--- src/rtl/cpu_pkg.sv ---
// ============================================================================
// cpu_pkg : shared sequencer state encoding, instruction field positions, helpers
// Revision 1.0 - initial release
// ============================================================================
`default_nettype none

package cpu_pkg;

  localparam int ADDR_W_DEF = 15;
  localparam int DATA_W_DEF = 16;

  localparam int IR_CBITS_HI = 15;
  localparam int IR_CBITS_LO = 13;
  localparam int IR_DEST_A   = 5;
  localparam int IR_DEST_D   = 4;
  localparam int IR_DEST_M   = 3;
  localparam int IR_JMP_HI   = 2;
  localparam int IR_JMP_LO   = 0;

  localparam logic [2:0] C_PREFIX = 3'b111;

  typedef enum logic [2:0] {
    ST_IDLE     = 3'd0,
    ST_FETCH    = 3'd1,
    ST_DECODE   = 3'd2,
    ST_MEM_WAIT = 3'd3,
    ST_HALT     = 3'd4,
    ST_FAULT    = 3'd5
  } state_t;

  typedef enum logic [1:0] {
    INSTR_A       = 2'd0,
    INSTR_C       = 2'd1,
    INSTR_ILLEGAL = 2'd2
  } instr_kind_t;

  // Top bit clear is an A-instruction regardless of the two bits below it.
  function automatic instr_kind_t classify(input logic [2:0] cbits);
    if (!cbits[2]) begin
      return INSTR_A;
    end else if (cbits == C_PREFIX) begin
      return INSTR_C;
    end else begin
      return INSTR_ILLEGAL;
    end
  endfunction

endpackage

`default_nettype wire

--- src/rtl/cpu_sequencer_jump_cond.sv ---
// ============================================================================
// jump_cond : combinational jump decision from jump bits and ALU flags
// Revision 1.0 - initial release
// ============================================================================
`default_nettype none

module jump_cond (
  input  logic [2:0] jbits,
  input  logic       zr,
  input  logic       ng,
  output logic       take
);

  assign take = (jbits[2] & ng) | (jbits[1] & zr) | (jbits[0] & ~zr & ~ng);

endmodule

`default_nettype wire

--- src/rtl/cpu_sequencer.sv ---
// ============================================================================
// cpu_sequencer : fetch/decode/execute controller with memory handshakes
// Revision 1.0 - initial release
// ============================================================================
`default_nettype none

module cpu_sequencer
  import cpu_pkg::*;
#(
  parameter int ADDR_W      = ADDR_W_DEF,
  parameter int DATA_W      = DATA_W_DEF,
  parameter int MEM_TIMEOUT = 255,
  parameter int HALT_DETECT = 1
) (
  input  logic              clk,
  input  logic              reset,
  input  logic              run,
  output logic              imem_req,
  input  logic              imem_ack,
  input  logic [DATA_W-1:0] imem_rdata,
  output logic              dmem_req,
  output logic              dmem_we,
  input  logic              dmem_ack,
  input  logic              alu_zr,
  input  logic              alu_ng,
  input  logic [ADDR_W-1:0] a_value,
  input  logic [ADDR_W-1:0] pc_value,
  output logic [DATA_W-1:0] ir,
  output logic              pc_inc,
  output logic              pc_load,
  output logic              a_load,
  output logic              d_load,
  output logic              halted,
  output logic              fault
);

  state_t      state;
  state_t      next_state;
  state_t      after_instr;
  state_t      after_c_instr;
  instr_kind_t kind;
  logic [7:0]  wait_cnt;
  logic        take;
  logic        go_halt;
  logic        c_commit;
  logic        wait_expired;

  jump_cond u_jump_cond (
    .jbits (ir[IR_JMP_HI:IR_JMP_LO]),
    .zr    (alu_zr),
    .ng    (alu_ng),
    .take  (take)
  );

  assign kind    = classify(ir[IR_CBITS_HI:IR_CBITS_LO]);
  assign go_halt = (HALT_DETECT != 0) && take && (a_value == pc_value);

  // A C-instruction retires either straight from DECODE or on the data ack.
  assign c_commit = ((state == ST_DECODE) && (kind == INSTR_C) && !ir[IR_DEST_M]) ||
                    ((state == ST_MEM_WAIT) && dmem_ack);

  assign after_instr   = run ? ST_FETCH : ST_IDLE;
  assign after_c_instr = go_halt ? ST_HALT : after_instr;

  generate
    if (MEM_TIMEOUT == 0) begin : g_no_timeout
      assign wait_expired = 1'b0;
    end else begin : g_timeout
      localparam logic [8:0] LIMIT = 9'(MEM_TIMEOUT);
      assign wait_expired = (({1'b0, wait_cnt} + 9'd1) >= LIMIT);
    end
  endgenerate

  always_comb begin
    a_load  = 1'b0;
    d_load  = 1'b0;
    pc_inc  = 1'b0;
    pc_load = 1'b0;
    if ((state == ST_DECODE) && (kind == INSTR_A)) begin
      a_load = 1'b1;
      pc_inc = 1'b1;
    end
    if (c_commit) begin
      a_load = ir[IR_DEST_A];
      d_load = ir[IR_DEST_D];
      // A halting jump leaves the PC untouched.
      if (!go_halt) begin
        pc_load = take;
        pc_inc  = ~take;
      end
    end
  end

  always_comb begin
    next_state = state;
    case (state)
      ST_IDLE: begin
        if (run) next_state = ST_FETCH;
      end
      ST_FETCH: begin
        if (imem_ack)          next_state = ST_DECODE;
        else if (wait_expired) next_state = ST_FAULT;
      end
      ST_DECODE: begin
        case (kind)
          INSTR_A: next_state = after_instr;
          INSTR_C: next_state = ir[IR_DEST_M] ? ST_MEM_WAIT : after_c_instr;
          default: next_state = ST_FAULT;
        endcase
      end
      ST_MEM_WAIT: begin
        if (dmem_ack)          next_state = after_c_instr;
        else if (wait_expired) next_state = ST_FAULT;
      end
      ST_HALT:  next_state = ST_HALT;
      ST_FAULT: next_state = ST_FAULT;
      default:  next_state = ST_FAULT;
    endcase
  end

  always_ff @(posedge clk or posedge reset) begin
    if (reset) begin
      state    <= ST_IDLE;
      ir       <= '0;
      wait_cnt <= 8'd0;
      imem_req <= 1'b0;
      dmem_req <= 1'b0;
      dmem_we  <= 1'b0;
      halted   <= 1'b0;
      fault    <= 1'b0;
    end else begin
      state <= next_state;
      if ((state == ST_FETCH) && imem_ack) begin
        ir <= imem_rdata;
      end
      // Staying in a wait state means no ack arrived this cycle.
      if (next_state != state) begin
        wait_cnt <= 8'd0;
      end else if ((state == ST_FETCH) || (state == ST_MEM_WAIT)) begin
        wait_cnt <= wait_cnt + 8'd1;
      end
      imem_req <= (next_state == ST_FETCH);
      dmem_req <= (next_state == ST_MEM_WAIT);
      dmem_we  <= (next_state == ST_MEM_WAIT);
      halted   <= (next_state == ST_HALT);
      fault    <= (next_state == ST_FAULT);
    end
  end

endmodule

`default_nettype wire

--- config.mk ---
export PLATFORM = sky130hd
export DESIGN_NAME = cpu_sequencer
export DESIGN_NICKNAME = d
export VERILOG_FILES = /design/src/rtl/cpu_pkg.sv /design/src/rtl/cpu_sequencer_jump_cond.sv /design/src/rtl/cpu_sequencer.sv
export SDC_FILE = /design/constraint.sdc
export NUM_CORES = 1
export LEC_CHECK = 0
export BUFFER_PORTS_ARGS = -buffer_cell sky130_fd_sc_hd__buf_2
export CORE_MARGIN = 2
export CORE_UTILIZATION = 48
export CTS_CLUSTER_SIZE = 28
export DETAILED_ROUTE_END_ITERATION = 10
export GPL_ROUTABILITY_DRIVEN = 0
export PLACE_DENSITY = 0.8
export SLEW_MARGIN = 30
export SYNTH_ARGS = -nofsm -noshare
export SYNTH_HDL_FRONTEND = slang
export SYNTH_SLANG_ARGS = --single-unit
export TNS_END_PERCENT = 30
--- constraint.sdc ---
create_clock -name clk -period 2.8 [get_ports clk]
set_clock_uncertainty 0.1 [all_clocks]
set_input_delay 0.28 -clock clk [delete_from_list [all_inputs] [get_ports clk]]
set_output_delay 0.28 -clock clk [all_outputs]
set_load 0.02 [all_outputs]
==> metrics.md <==
| Metric | Value |
|---|---|
| Status | complete, no violations |
| Area Overhead vs Synth | 29.4% |
| Hold crit path type | input pin to register |
| CTS max path bufs | 2 |
| Die width | 66.4 um |
| WL/cell | 13.8 um |
| Worst-path clk slew | 70 ps |
| Final Max Slew Viols | 0 |
| Worst rel slew slack | 54.1% |
| Largest net degree at the start of global routing | 17 |
| Gate Count Post-Synth | 179 |
| # H-tree levels | 2 |
| RSZ-0062 raised after global routing | no |
| Final nets | 315 |
| Critical path type | register to register |
| DRT Pass-1 Iters | 4 |
| Hold slack | 104 ps |
| Gr usage total | 21.1% |
| Initial DRC Count | 61 |
| Vias in the first global route | 1,640 |
| Die Footprint | 4400 um^2 |
| VDD IR max | 0.370 mV |
| TritonCTS clock tree | built |
| Slew @ Worst Pin | 689 ps |
| Lkg Pwr | 1.12 nW |
| Final core utilization | 65.5% |
| Crit path time final | 2270 ps |
| Clk_lat worst skew | 280 ps |
| CTS root buffer | clkbuf_8 |
| Setup tns final | 0 ps |
| Dominant synthesized flop cell | dfrtp_1 |
| Most common cell after layout, fill and taps aside | buf_2 |
| DRT antenna net count | 0 |
| Overflow after GRT | 0 |
| Layout cell share with drive strength beyond 1 | 43.7% |
| Most frequent cells in the layout | buf_2, dfrtp_1, xnor2_1, mux2_2 |
| Site Rows | 22 |
| Sink Count | 31 |
| Fmax | 441 MHz |
| Die Span Y | 66.4 um |
| Final Hold Vio Count | 0 |
| Fraction of registers with async set/reset | 100% |
| Dpl hpwl | 3350 um |
| Crit start category | register |
| Fin crit share | 80.9% |
| Vias per std cell | 5.34 |
| Drt drc | 0 |
| Mapped Area | 1870 um^2 |
| Max Cap Viol | 0 |
| Crit path max fanout | 8 |
| Critical path arrival | 2350 ps |
| Core ar. | 3690 um^2 |
| Final setup violation count | 0 |
| Ant. Diodes | 0 |
| Syn Nets | 234 |
| Count of cell types in the netlist | 44 |
| First-pass GRT wire length | 7110 um |
| Critical path capture point type | register |
| CTS Buf Count | 5 |
| Io pins | 78 |
| Worst Path Required | 2880 ps |
| Antenna violations before repair | 0 |
| Number of warnings issued by yosys | 0 |
| Avg Inst Size Synth | 10.4 um^2 |
| Largest area contributor in the netlist | dfrtp_1 |
| Synth top area share | 41.6% |
| Sequential area share after synthesis | 41.6% |
| Power Density | 909 nW/um^2 |
| Initial Utilization | 50.6% |
| Vias | 1,649 |
| Synthesized flop and latch total | 31 |
| Port bufs | 77 |
| Post-synth EDFFs | 0 |
| Final wirelength | 4250 um |
| Area contributors post-synth | dfrtp_1, mux2_2, xnor2_1, nor3_1, xor2_1 |
flip-flops by register name (all words and copies together) (netlist names):
signal    count
dmem_we       1
fault         1
halted        1
imem_req      1
ir           16
state         3
wait_cnt      8
report_power, final:
part           leakage [nW]  internal [W]  total (W)  switching, W
clock network        0.0581      0.000265   0.000434      0.000169
registers             0.390      0.000615   0.000775      0.000160
logic                 0.672      0.000427   0.000988      0.000561
cell usage after synthesis (2+ instances only):
cell type and n:
nand4b_1 3, xnor2_1 17, nand4_1 5, mux2_2 15
ha_1 2, a221oi_1 2, a211oi_1 2, buf_2 4
dfrtp_1 31, nand2_1 11, nor2b_1 4, and2_1 3
o21ai_0 6, nor3_1 11, mux2i_1 2, inv_1 7
nor2_1 7, and3_1 4, buf_4 3, nor4_1 5
xor2_1 5, a21oi_1 3, nand3_1 5, o22ai_1 2
critical path, cell delays in order, from the launching register on:
cell	delay [ps]
dfrtp_1	460
ha_1	320
nand4b_1	140
nor3_1	50
o311ai_1	350
or3b_1	220
o211ai_2	220
a2111oi_4	310
area by class of cell:
cell class,count,area [um^2]
Clock buffer,5,68.8
Multi-Input combinational cell,133,1020
Inverter,8,30.0
Fill cell,321,1270
Tap cell,48,60.1
Clock inverter,3,43.8
Sequential cell,31,776
Timing Repair Buffer,81,418
routing by layer:
metal	track usage, %	vias up	share of wire [%]
li1	-	807	-
met1	23.8	773	41
met2	39.1	65	50
met3	5.28	4	8.6
met4	5.36	0	0.59
met5	0	-	0
cell families after synthesis:
family,synth area share [%]
xor+xnor,10.3
compound gates,12.1
simple gates,20.7
flops,41.6
buf+inv,3.89
fa+ha+maj,1.34
mux,10.1
metrics by stage:
| step | worst slack (ps) | total power (W) | instances | cell area (um^2) |
|---|---|---|---|---|
| 2_1_floorplan | 817 | 0.00147 | 179 | 1870 |
| 3_3_place_gp | 634 | 0.00174 | 300 | 2290 |
| 3_5_place_dp | 522 | 0.00177 | 300 | 2290 |
| 4_1_cts | 530 | 0.00221 | 309 | 2410 |
| 5_1_grt | 268 | 0.00235 | 309 | 2410 |
| 6_report | 534 | 0.00220 | 309 | 2410 |
path summary, 6_finish.rpt:
kind | cells past startpoint | startpoint | slack (ps) | endpoint
min | 3 | imem_rdata[5] | 100 | ir[5]$_DFFE_PP0P_
max reg2reg | 7 | wait_cnt[0]$_DFFE_PP0P_ | 530 | wait_cnt[1]$_DFFE_PP0P_
min reg2reg | 1 | ir[9]$_DFFE_PP0P_ | 410 | ir[9]$_DFFE_PP0P_
max in group asynchronous | 4 | reset | 1430 | ir[10]$_DFFE_PP0P_
min in group asynchronous | 3 | reset | 510 | wait_cnt[7]$_DFFE_PP0P_
max | 7 | wait_cnt[0]$_DFFE_PP0P_ | 530 | wait_cnt[1]$_DFFE_PP0P_
what timing repair did:
item / in CTS / in global routing
hold endpoints to repair: 15 / 0
setup buffers: 0 / 0
hold buffers: 1 / 0
endpoints found under the setup margin: 0 / 0
gates resized for setup: 0 / 0
(Power assumes the default switching activity.)
